--- config.mk ---
export PLATFORM = sky130hd
export DESIGN_NAME = keypad_scanner
export DESIGN_NICKNAME = d
export VERILOG_FILES = /design/src/rtl/keypad_scanner.sv
export SDC_FILE = /design/constraint.sdc
export NUM_CORES = 1
export LEC_CHECK = 0
export ABC_CLOCK_PERIOD_IN_PS = 5400
export CAP_MARGIN = 20
export CORE_ASPECT_RATIO = 0.7
export CORE_MARGIN = 2
export CORE_UTILIZATION = 40
export DETAILED_ROUTE_END_ITERATION = 10
export GPL_TIMING_DRIVEN = 0
export PLACE_DENSITY = 0.58
export REMOVE_ABC_BUFFERS = 1
export SLEW_MARGIN = 20
export SYNTH_ARGS = -nofsm -noshare
export SYNTH_HDL_FRONTEND = slang
export SYNTH_SLANG_ARGS = --single-unit
--- constraint.sdc ---
create_clock -name clk -period 5.4 [get_ports clk]
set_clock_uncertainty 0.2 [all_clocks]
set_input_delay 1.08 -clock clk [delete_from_list [all_inputs] [get_ports clk]]
set_output_delay 1.08 -clock clk [all_outputs]
set_load 0.05 [all_outputs]
--- src/rtl/keypad_scanner.sv ---
// 4x4 matrix keypad scanner: walks an active-low column, synchronises and samples the rows,
// and debounces a single key over whole sweeps before reporting it with a one-clk keyhit.
module keypad_scanner #(
  parameter int unsigned SCAN_CYCLES    = 50000,
  parameter int unsigned DEBOUNCE_SCANS = 5
) (
  input  logic       clk,
  input  logic       reset_n,
  input  logic [3:0] row,
  input  logic       lockout,
  output logic [3:0] col,
  output logic       keyhit,
  output logic [3:0] key_code,
  output logic       key_valid
);

  localparam int unsigned COL_W = $clog2(SCAN_CYCLES);
  localparam int unsigned CNT_W = $clog2(DEBOUNCE_SCANS + 1);
  localparam logic [COL_W-1:0] COL_LAST = COL_W'(SCAN_CYCLES - 1);
  localparam logic [CNT_W-1:0] CNT_MAX  = CNT_W'(DEBOUNCE_SCANS);
  localparam logic [CNT_W-1:0] CNT_ONE  = CNT_W'(1);
  localparam bit ONE_SCAN = (DEBOUNCE_SCANS == 1);

  typedef enum logic [1:0] {S_IDLE, S_CONFIRM, S_PRESSED, S_RELEASE} state_t;

  state_t           r_state;
  logic [3:0]       r_row_s1, r_row_s2;
  logic [COL_W-1:0] r_col_cnt;
  logic [1:0]       r_col_idx;
  logic [3:0]       r_col;
  logic [15:0]      r_map;
  logic [3:0]       r_cand;
  logic [CNT_W-1:0] r_cnt;
  logic             r_keyhit;
  logic [3:0]       r_key_code;
  logic             r_key_valid;

  logic             w_sample, w_sweep_end;
  logic [1:0]       w_idx_nxt;
  logic [15:0]      w_col_bits, w_map;
  logic             w_none, w_single, w_cand_bit, w_cnt_done, w_accept;
  logic [3:0]       w_key;
  logic [CNT_W-1:0] w_cnt_inc;

  assign col       = r_col;
  assign keyhit    = r_keyhit;
  assign key_code  = r_key_code;
  assign key_valid = r_key_valid;

  assign w_sample    = (r_col_cnt == COL_LAST);
  assign w_sweep_end = w_sample && (r_col_idx == 2'd3);
  assign w_idx_nxt   = r_col_idx + 2'd1;

  // Sweep map including this cycle's sample, and its classification
  always_comb begin
    w_col_bits = '0;
    for (int r = 0; r < 4; r++) begin
      w_col_bits[{2'(r), r_col_idx}] = ~r_row_s2[r];
    end
    w_map = r_map | (w_sample ? w_col_bits : 16'd0);
    w_key = '0;
    for (int i = 0; i < 16; i++) begin
      if (w_map[i]) w_key = 4'(i);
    end
  end

  assign w_none     = (w_map == 16'd0);
  assign w_single   = !w_none && ((w_map & (w_map - 16'd1)) == 16'd0);
  assign w_cand_bit = w_map[r_cand];
  assign w_cnt_inc  = (r_cnt == CNT_MAX) ? r_cnt : r_cnt + CNT_ONE;
  assign w_cnt_done = (w_cnt_inc == CNT_MAX);

  assign w_accept = w_sweep_end && w_single &&
                    (((r_state == S_IDLE) && ONE_SCAN) ||
                     ((r_state == S_CONFIRM) && (w_key == r_cand) && w_cnt_done));

  // Scan timing, synchroniser, sweep map and debounce FSM
  always_ff @(posedge clk or negedge reset_n) begin
    if (!reset_n) begin
      r_state     <= S_IDLE;
      r_row_s1    <= 4'hF;
      r_row_s2    <= 4'hF;
      r_col_cnt   <= '0;
      r_col_idx   <= 2'd0;
      r_col       <= 4'b1110;
      r_map       <= '0;
      r_cand      <= '0;
      r_cnt       <= '0;
      r_keyhit    <= 1'b0;
      r_key_code  <= '0;
      r_key_valid <= 1'b0;
    end else begin
      r_row_s1 <= row;
      r_row_s2 <= r_row_s1;
      r_keyhit <= 1'b0;

      if (w_sample) begin
        r_col_cnt <= '0;
        r_col_idx <= w_idx_nxt;
        r_col     <= ~(4'b0001 << w_idx_nxt);
      end else begin
        r_col_cnt <= r_col_cnt + COL_W'(1);
      end

      r_map <= w_sweep_end ? 16'd0 : w_map;

      if (w_accept) begin
        r_key_code  <= w_key;
        r_key_valid <= 1'b1;
        r_keyhit    <= !lockout;
        r_cand      <= w_key;
        r_cnt       <= '0;
        r_state     <= S_PRESSED;
      end else if (w_sweep_end) begin
        case (r_state)
          S_IDLE: begin
            if (w_single) begin
              r_cand  <= w_key;
              r_cnt   <= CNT_ONE;
              r_state <= S_CONFIRM;
            end
          end
          S_CONFIRM: begin
            if (w_single && (w_key == r_cand)) begin
              r_cnt <= w_cnt_inc;
            end else begin
              r_cnt   <= '0;
              r_state <= S_IDLE;
            end
          end
          S_PRESSED: begin
            if (!w_cand_bit) begin
              if (ONE_SCAN) begin
                r_key_valid <= 1'b0;
                r_cnt       <= '0;
                r_state     <= S_IDLE;
              end else begin
                r_cnt   <= CNT_ONE;
                r_state <= S_RELEASE;
              end
            end
          end
          S_RELEASE: begin
            if (w_cand_bit) begin
              r_cnt   <= '0;
              r_state <= S_PRESSED;
            end else if (w_cnt_done) begin
              r_key_valid <= 1'b0;
              r_cnt       <= '0;
              r_state     <= S_IDLE;
            end else begin
              r_cnt <= w_cnt_inc;
            end
          end
          default: r_state <= S_IDLE;
        endcase
      end
    end
  end

endmodule
==> implementation parameters <==
Parameter                              Value

Run status
  Result of the run ... completed

Clock tree
  Number of hold buffers added after CTS ... 0
  Post-cts resize count ... 0
  Number of clock sinks ... between 60 and 70
  Clock tree root buffer cell ... clkbuf_16
  TritonCTS Buffers ... 9
  Number of setup buffers added after CTS ... 0
  Maximum buffer depth of the clock tree ... 2
  TritonCTS clock tree ... built
  Number of levels in the clock H-tree ... 3
  Reg clk slew, reported paths ... 0.05 ns
  Clock Latency Late Sink ... between 0.3 and 0.4 ns

Route
  Vias per std cell ... about 5.7
  Routed length per placed instance ... ~17 um
  Initial detailed-routing violation count ... 281
  DRC violation count after routing ... 0
  DRT Pass-1 Iters ... 5
  Post-detailed-route count of antenna-violating nets ... 0
  Wire length after detailed routing ... approximately 9300 um
  Total via count after detailed routing ... a little over 3,000

Yosys
  Distinct cells, synth ... 67
  Ys async rst share ... 100%
  Leading cell type by number of instances after synthesis ... dfrtp_1
  Number of enable flip-flop cells after synthesis ... 0
  Top post-synthesis cells by area ... dfrtp_1, dfstp_2, nor2_1, nand2_1, a21oi_1
  Fraction of the yosys area taken by sequential cells ... 42.5%
  Number of synthesis warnings ... 0
  Post-synth top area share ... between 30 and 40%
  Most common flop cell mapped by yosys ... dfrtp_1
  Combined area of all synthesized cells ... 0.00362 mm^2
  Most instantiated cells after synthesis ... dfrtp_1, nor2_1, nand2_1, a21oi_1, o21ai_0
  Cells after synthesis ... 389
  Post-Syn Area per Cell ... 9.31 um^2
  Cell type with the highest aggregate area in the netlist ... dfrtp_1
  Number of register bits inferred by synthesis ... 61

Worst setup path
  Startpoint of the most critical register-to-register path ... r_col_idx[0]
  Top fanout value on the critical path ... 13
  Critical path's most frequent cell ... a21oi_1
  Largest stage delay, worst path ... roughly 0.80 ns
  Worst Path Class, Setup ... reg -> reg
  Critical path, cell by cell ... inv_1 -> ha_1 -> nor4_2 -> a21oi_1 -> o21ai_0 -> a21oi_1 -> or4_1 -> a221oi_1 -> and3_2 -> nand4_4 -> a21boi_4 -> mux2_4
  Top Family by Delay on Critical Path ... simple AND/OR/NAND/NOR gates
  Type of element launching the critical path ... register
  Flop2flop setup slack ... roughly 1.0 ns
  Req. time, crit path ... around 5.4 ns
  Critical Path Slowest Stage Cell ... nor4_2
  Cell depth of the worst flop-to-flop path ... 12
  WP data arrival ... between 4 and 5 ns
  Buffering stage count on the worst path with inverters included ... 1
  Type of element capturing the critical path ... register
  R2r endpoint ... r_cand[2]

Power and ir drop
  Worst vdd ir ... between 0.0002 and 0.00025 V
  Power density over the cells ... approximately 240 mW/mm^2
  Final Total Pwr ... approximately 1000 uW
  Static leakage ... roughly 1.8 nW

Layout
  Number of non-filler instances in the completed layout ... 531
  Register Area ... between 0.0015 and 0.002 mm^2
  # fillers ... 854
  Area of the multi-input gates ... 0.00196 mm^2
  Number of antenna diodes ... 0
  Fraction of layout cells with a size suffix above 1 ... about 14%
  Area grow syn2layout ... 15.2%
  Net total in the final layout ... between 400 and 500

Timing
  Unrepaired setup endpoints after global routing ... no
  Period Utilization, post-route ... between 80% and 90%
  Slew headroom ... 22.4%
  Final setup TNS ... 0 ns
  Number of failing hold endpoints at the final stage ... 0
  Peak clock frequency supported by timing ... ~230 MHz
  Final min period ... 4.36 ns
  Least-Margin Pin Slew ... around 1.2 ns
  Final-report max-slew violation count ... 0
  Number of endpoints failing setup at the final stage ... 0
  Worst Setup Slack, final ... roughly 1.0 ns

Place
  Weighted congestion at the end of routability-driven global placement ... ~0.9
  Port bufs ... 16
  Number of placed instances with taps included ... approximately 500
  DPL Wire Length ... approximately 6600 um
  Worst Setup Slack post-DPL ... 1.18 ns

Floorplanning
  Die H ... 83.6 um
  Placeable core area ... approximately 0.009 mm^2
  Area enclosed by the die boundary ... 0.00984 mm^2
  Die width ... around 120 um
  Effective utilization at floorplan ... about two fifths
  Placement Rows ... 29
  Count of boundary I/O pins ... 17

Global routing
  Pin count of the biggest net entering global routing ... 40
  Initial antenna violation count ... 0
  Global-route wire length before repair ... approximately 16,000 um
  Via count of the first global-routing pass ... between 2,000 and 3,000
  GRT Util Overall ... around a fifth
  Total grt overflow ... 0

Min path
  Class of the most critical hold timing path ... reg -> reg
  Hold Path End ... r_row_s2[0]
  Startpoint of the most critical hold path ... r_row_s1[0]
  Worst Hold Depth ... 0

Flow run
  Max-cap violations ... 0
[placed cells by master, fill, tap and decap left out, types with 5 or more instances in the layout]
cell type        synthesis  routed
and2_1                   9       9
dfstp_2                 11      11
nor4_1                   7       7
xnor2_1                  9       9
inv_1                   13      13
and3_1                   5       5
xor2_1                   8       8
nor3_1                  12      12
a211oi_1                12      12
dfrtp_1                 50      50
nor2_1                  41      41
o21ai_0                 21      21
a31o_2                   5       5
nand3_1                 18      18
ha_1                     7       7
o211ai_1                 5       5
a31oi_1                  7       7
a21oi_1                 22      22
nand2_1                 32      32
clkbuf_16                0       9
nor2b_1                  7       7
clkdlybuf4s50_1          0      15
[through the flow]
stage,hold slack (ns),cell area [um^2],utilization (%)
2_1_floorplan,0.145,3540,-
3_3_place_gp,0.145,3860,43.2
3_5_place_dp,0.147,3900,43.7
4_1_cts,0.154,4170,46.7
5_1_grt,0.160,4170,46.7
6_report,0.154,4170,46.7
[worst reg2reg max path, cell delays in order (launching register included)]
cell and delay (ns):
dfrtp_1 0.37, inv_1 0.09, ha_1 0.43, nor4_2 0.81
a21oi_1 0.07, o21ai_0 0.24, a21oi_1 0.09, or4_1 0.49
a221oi_1 0.38, and3_2 0.37, nand4_4 0.17, a21boi_4 0.23
mux2_4 0.31
[worst max-delay path by stage]
stage / from / to / slack, ns / cells past startpoint
6_report: r_col_idx[0] / r_cand[2] / 1.04 / 12
5_1_grt: r_col_idx[0] / r_cand[2] / 0.87 / 12
4_1_cts: r_col_idx[0] / r_cand[2] / 1.13 / 12
3_5_place_dp: r_col_idx[0] / r_cand[2] / 1.18 / 12
3_3_place_gp: r_col_cnt[10] / r_cand[0] / 0.28 / 10
2_1_floorplan: r_col_cnt[11] / r_cand[0] / 1.37 / 10
[area by class of cell]
type,count,share of cell area [%]
Multi-Input combinational cell,298,46.9
Sequential cell,61,36.9
Clock buffer,9,5.40
Timing Repair Buffer,19,4.89
Tap cell,124,3.72
Inverter,13,1.17
Clock inverter,7,1.02
[power by group]
group | internal, mW | switching, mW | total [mW]
Combinational | 0.00602 | 0.0109 | 0.0169
Clock | 0.306 | 0.207 | 0.513
Sequential | 0.463 | 0.00506 | 0.468
[metal layers]
| layer | track usage [%] | vias up | part of all wire, % |
|---|---|---|---|
| met5 | 0 | - | 0 |
| met4 | 7.12 | 0 | 1.4 |
| met3 | 6.35 | 17 | 8.8 |
| met2 | 26.4 | 130 | 40 |
| met1 | 31.8 | 1449 | 49 |
| li1 | - | 1454 | - |
[state kept, by name, summed over array words and instances, names as in the netlist]
register,count
r_row_s2,4
r_col_idx,2
r_col_cnt,16
keyhit,1
col,4
key_valid,1
r_row_s1,4
key_code,4
r_cand,4
r_cnt,3
r_state,2
r_map,16
[kinds of logic (layout without fill, tap and decap cells)]
group                    Yosys count  count (layout)  synth area share [%]
AND/OR/NAND/NOR                  157             157                  23.4
AO/OA/AOI/OAI                    107             107                  20.3
flip-flops                        61              61                  42.5
buffers and inverters             30              48                  3.49
XOR/XNOR                          17              17                  4.11
multiplexers                      10              10                  3.80
adder cells (fa/ha/maj)            7               7                  2.42
No activity file was read; power rests on OpenSTA's default activity.
